### src/rtl/scic_mem_arbiter.sv
// Shares one single-port synchronous RAM between the SCIC CPU port and the debug/loader port.
// Each access runs IDLE -> ISSUE -> WAIT (MEM_LATENCY cycles) -> RESP, and every output is registered.
module scic_mem_arbiter #(
    parameter int ADDR_WIDTH  = 16,
    parameter int DATA_WIDTH  = 32,
    parameter int MEM_LATENCY = 1
) (
    input  logic                  clock,
    input  logic                  reset,
    input  logic                  cpu_req,
    input  logic                  cpu_we,
    input  logic [ADDR_WIDTH-1:0] cpu_addr,
    input  logic [DATA_WIDTH-1:0] cpu_wdata,
    output logic                  cpu_gnt,
    output logic                  cpu_rvalid,
    input  logic                  dbg_req,
    input  logic                  dbg_we,
    input  logic [ADDR_WIDTH-1:0] dbg_addr,
    input  logic [DATA_WIDTH-1:0] dbg_wdata,
    output logic                  dbg_gnt,
    output logic                  dbg_rvalid,
    output logic [DATA_WIDTH-1:0] rdata,
    output logic                  mem_en,
    output logic                  mem_we,
    output logic [ADDR_WIDTH-1:0] mem_addr,
    output logic [DATA_WIDTH-1:0] mem_wdata,
    input  logic [DATA_WIDTH-1:0] mem_rdata,
    output logic                  busy
);

    if (MEM_LATENCY < 1 || MEM_LATENCY > 7) begin : g_bad_latency
        $error("scic_mem_arbiter: MEM_LATENCY must be within 1..7");
    end

    typedef enum logic [1:0] {IDLE, ISSUE, WAIT, RESP} state_t;

    localparam logic [2:0] LAT = 3'(MEM_LATENCY);

    state_t                state_q, state_d;
    logic [2:0]            cnt_q, cnt_d;
    logic                  owner_q, owner_d;   // 1 = debug port
    logic                  last_q, last_d;     // owner of the previous issued access
    logic                  we_q, we_d;
    logic                  cpu_gnt_q, cpu_gnt_d;
    logic                  dbg_gnt_q, dbg_gnt_d;
    logic                  cpu_rvalid_q, cpu_rvalid_d;
    logic                  dbg_rvalid_q, dbg_rvalid_d;
    logic [DATA_WIDTH-1:0] rdata_q, rdata_d;
    logic                  mem_en_q, mem_en_d;
    logic                  mem_we_q, mem_we_d;
    logic [ADDR_WIDTH-1:0] mem_addr_q, mem_addr_d;
    logic [DATA_WIDTH-1:0] mem_wdata_q, mem_wdata_d;
    logic                  busy_q, busy_d;
    logic                  win_dbg;

    // On a tie the port that did not own the previous access wins.
    assign win_dbg = dbg_req && (!cpu_req || !last_q);

    always_comb begin
        state_d      = state_q;
        cnt_d        = cnt_q;
        owner_d      = owner_q;
        last_d       = last_q;
        we_d         = we_q;
        rdata_d      = rdata_q;
        mem_addr_d   = mem_addr_q;
        mem_wdata_d  = mem_wdata_q;
        cpu_gnt_d    = 1'b0;
        dbg_gnt_d    = 1'b0;
        cpu_rvalid_d = 1'b0;
        dbg_rvalid_d = 1'b0;
        mem_en_d     = 1'b0;
        mem_we_d     = 1'b0;
        case (state_q)
            IDLE: begin
                if (cpu_req || dbg_req) begin
                    owner_d     = win_dbg;
                    we_d        = win_dbg ? dbg_we : cpu_we;
                    mem_addr_d  = win_dbg ? dbg_addr : cpu_addr;
                    mem_wdata_d = win_dbg ? dbg_wdata : cpu_wdata;
                    mem_en_d    = 1'b1;
                    mem_we_d    = we_d;
                    cpu_gnt_d   = !win_dbg;
                    dbg_gnt_d   = win_dbg;
                    state_d     = ISSUE;
                end
            end
            ISSUE: begin
                last_d  = owner_q;
                cnt_d   = LAT;
                state_d = WAIT;
            end
            WAIT: begin
                cnt_d = cnt_q - 3'd1;
                if (cnt_q == 3'd1) begin
                    if (!we_q) begin
                        rdata_d = mem_rdata;
                    end
                    cpu_rvalid_d = !owner_q;
                    dbg_rvalid_d = owner_q;
                    state_d      = RESP;
                end
            end
            RESP: begin
                state_d = IDLE;
            end
            default: begin
                state_d = IDLE;
            end
        endcase
        busy_d = (state_d != IDLE);
    end

    always_ff @(posedge clock or negedge reset) begin
        if (!reset) begin
            state_q      <= IDLE;
            cnt_q        <= 3'd0;
            owner_q      <= 1'b0;
            last_q       <= 1'b1;
            we_q         <= 1'b0;
            cpu_gnt_q    <= 1'b0;
            dbg_gnt_q    <= 1'b0;
            cpu_rvalid_q <= 1'b0;
            dbg_rvalid_q <= 1'b0;
            rdata_q      <= '0;
            mem_en_q     <= 1'b0;
            mem_we_q     <= 1'b0;
            mem_addr_q   <= '0;
            mem_wdata_q  <= '0;
            busy_q       <= 1'b0;
        end else begin
            state_q      <= state_d;
            cnt_q        <= cnt_d;
            owner_q      <= owner_d;
            last_q       <= last_d;
            we_q         <= we_d;
            cpu_gnt_q    <= cpu_gnt_d;
            dbg_gnt_q    <= dbg_gnt_d;
            cpu_rvalid_q <= cpu_rvalid_d;
            dbg_rvalid_q <= dbg_rvalid_d;
            rdata_q      <= rdata_d;
            mem_en_q     <= mem_en_d;
            mem_we_q     <= mem_we_d;
            mem_addr_q   <= mem_addr_d;
            mem_wdata_q  <= mem_wdata_d;
            busy_q       <= busy_d;
        end
    end

    assign cpu_gnt    = cpu_gnt_q;
    assign dbg_gnt    = dbg_gnt_q;
    assign cpu_rvalid = cpu_rvalid_q;
    assign dbg_rvalid = dbg_rvalid_q;
    assign rdata      = rdata_q;
    assign mem_en     = mem_en_q;
    assign mem_we     = mem_we_q;
    assign mem_addr   = mem_addr_q;
    assign mem_wdata  = mem_wdata_q;
    assign busy       = busy_q;

endmodule

### config.mk
export PLATFORM = sky130hd
export DESIGN_NAME = scic_mem_arbiter
export DESIGN_NICKNAME = d
export VERILOG_FILES = /design/src/rtl/scic_mem_arbiter.sv
export SDC_FILE = /design/constraint.sdc
export NUM_CORES = 1
export LEC_CHECK = 0
export ABC_AREA = 1
export BUFFER_PORTS_ARGS = -buffer_cell sky130_fd_sc_hd__buf_2
export CORE_UTILIZATION = 30
export DETAILED_ROUTE_END_ITERATION = 10
export SYNTH_ARGS = -nofsm -noshare
export SYNTH_HDL_FRONTEND = slang
export SYNTH_SLANG_ARGS = --single-unit
### constraint.sdc
create_clock -name clock -period 3.8 [get_ports clock]
set_input_delay 0.76 -clock clock [delete_from_list [all_inputs] [get_ports clock]]
set_output_delay 0.76 -clock clock [all_outputs]
set_load 0.03 [all_outputs]
==> reports/qor.csv <==
metric;value;unit
highest metal used;met4;
status;completed;
GP Congestion;0.8042;
ANT cells;0;
CTS buffer count;9;
power density over cell area;947.9;nW/um2
Inst Count DP;867;
clock tree sinks;95;
initial drt markers;216;
Mapped Area;4243;um2
row count;43;
TritonCTS clock tree;yes;
Gate Count Post-Synth;495;
Detail Route Antenna Nets;0;
I/O pin count;221;
largest net degree at the start of global routing;54;
most common cell after layout, fill and taps aside;buf_2;
max-slew violation count;0;
TNS Setup;0;ns
wl on met1;5.593;mm
worst-case clock buffer depth;2;
Yosys reg bits;95;
CP startpoint kind;register;
number of gates resized after cts;0;
Least-Margin Pin Slew;0.9820;ns
Seq/Total Area, Yosys;0.5606;
Pre-antenna DRT Iters;4;
most frequent cells in the layout;buf_2, nand2_1, dfrtp_1, nand3_1, nand4_1;
Max Clock Skew;0.008658;ns
Fin. Hold Viols;0;
warnings from Yosys;0;
Root Driver;clkbuf_16;
pre-CTS setup slack;1.305;ns
worst setup margin;1.555;ns
Die X;120.9;um
antenna violations before repair;0;
IO Port Bufs;220;
worst-path cell chain;inv_1, ha_1, buf_4, nand2_2, nand2_1, nand3_1;
layout cells sized above 1;0.3556;
Lkg Pwr;0.003215;uW
Die ar.;14620;um2
Worst EP required;4.02;ns
WS Path Type;reg2reg;
Total Wirelength;13.12;mm
Vias/cell;4.818;
hpwl dp;9.217;mm
syn nets;634;
synth unique cells;19;
Residual DRC;0;
Rel. slew slack;0.3430;
routed len/inst;14.86;um
FMAX;445.5;MHz
vias in the first global route;4125;
die height;120.9;um
first-pass GRT wire length;20.30;mm
Largest stage delay, worst path;0.67;ns
# Max-Cap Violations;0;
clock slew at reported path FFs;0.06;ns
Tmin final;2.245;ns
CP arrival;2.46;ns
Tcrit/Tclk final;0.5907;
HP Class;in2async;
Post-Synthesis Mean Instance Area;8.571;um2
# hold bufs at CTS;0;
met3 WL post-DR;782;um
fin cells;883;
initial cell density of the core;0.3069;
met2 WL;6.343;mm
# setup viols final;0;
critical path buffer and inverter count;2;
Core ar.;13830;um2
Setup Fix Bufs, Post-CTS;0;
Worst-Skew Late Latency;0.34;ns
Via Count;4254;
CP max FO;50;
Syn-to-layout area delta;36.42;%
CP Capture Type;register;
fin nets;837;
remaining global-route overflow;0;
H-Tree Depth;3;
RSZ-0062 raised after global routing;false;
all-layer global routing usage;0.1784;
Max VDD drop;296.4;uV
slowest CP cell;nand2_2;
CP top delay family;simple AND/OR/NAND/NOR gates;
area by class of cell:
cell class	instances	area, um2
inverter	24	90.09
clock inverter	5	81.33
timing repair buffer	228	1164
tap	180	225.2
multi-input combinational	340	1607
fill	1422	8039
clock buffer	11	242.7
sequential	95	2379
through the flow:
step	total power [uW]	area, um2	util	hold slack (ns)
floorplan	3689	4243	-	0.4026
global placement	4478	5464	0.3952	0.4429
detailed placement	4536	5464	0.3952	0.4387
CTS	5552	5788	0.4186	0.4517
global route	5867	5788	0.4186	0.4875
finish	5486	5788	0.4186	0.4564
sequential cells by signal, summed over array words and instances, names as in the netlist, 2 cells and up:
| signal | flops |
|---|---|
| state_q | 2 |
| rdata | 32 |
| mem_wdata | 32 |
| mem_addr | 16 |
| cnt_q | 3 |
cell usage after synthesis:
cell / number / area share
ha_1: 5 / 0.015
dfrtp_1: 94 / 0.55
nand2_1: 178 / 0.16
buf_2: 20 / 0.024
a21oi_1: 3 / 0.0035
inv_1: 23 / 0.020
nor2_4: 1 / 0.0027
nand3_1: 89 / 0.10
buf_4: 4 / 0.0071
clkbuf_1: 12 / 0.011
o21ai_0: 3 / 0.0035
nand3b_1: 12 / 0.021
nand3_2: 1 / 0.0024
inv_2: 1 / 0.00088
nor2_1: 9 / 0.0080
xor2_1: 1 / 0.0021
dfstp_2: 1 / 0.0062
o21bai_1: 1 / 0.0018
nand4_1: 37 / 0.055
final timing paths:
| kind | start | endpoint | slack [ns] | cells after the start |
|---|---|---|---|---|
| worst min register to register | owner_q | cpu_rvalid | 0.46 | 1 |
| worst max register to register | state_q[0] | mem_wdata[20] | 1.56 | 6 |
| worst max-delay path | state_q[0] | mem_wdata[20] | 1.56 | 6 |
| min in group clock | owner_q | cpu_rvalid | 0.46 | 1 |
| worst min-delay path | reset | rdata[23] | 0.46 | 1 |
| max in group asynchronous | reset | mem_wdata[26] | 2.53 | 2 |
kinds of logic (layout without fill, tap and decap cells):
kind of cell | after synthesis | count (layout) | synth area share
AND/OR/NAND/NOR | 327 | 327 | 0.3512
flip-flops | 95 | 95 | 0.5606
buffers and inverters | 60 | 268 | 0.06252
AO/OA/AOI/OAI | 7 | 7 | 0.008846
adder cells (fa/ha/maj) | 5 | 5 | 0.01474
XOR/XNOR | 1 | 1 | 0.002065
per-layer routing:
metal  up-vias  global-route usage
met5         -                   0
met3        28             0.02397
li1       2031                   -
met4         0             0.09722
met2       165              0.2936
met1      2030              0.2263
power breakdown:
group / total [uW] / switching, uW / internal (uW)
sequential: 1760 / 252 / 1510
combinational: 2730 / 1960 / 774
clock: 989 / 394 / 595
total: 5490 / 2600 / 2880
Power figures use the tool's default switching activity.
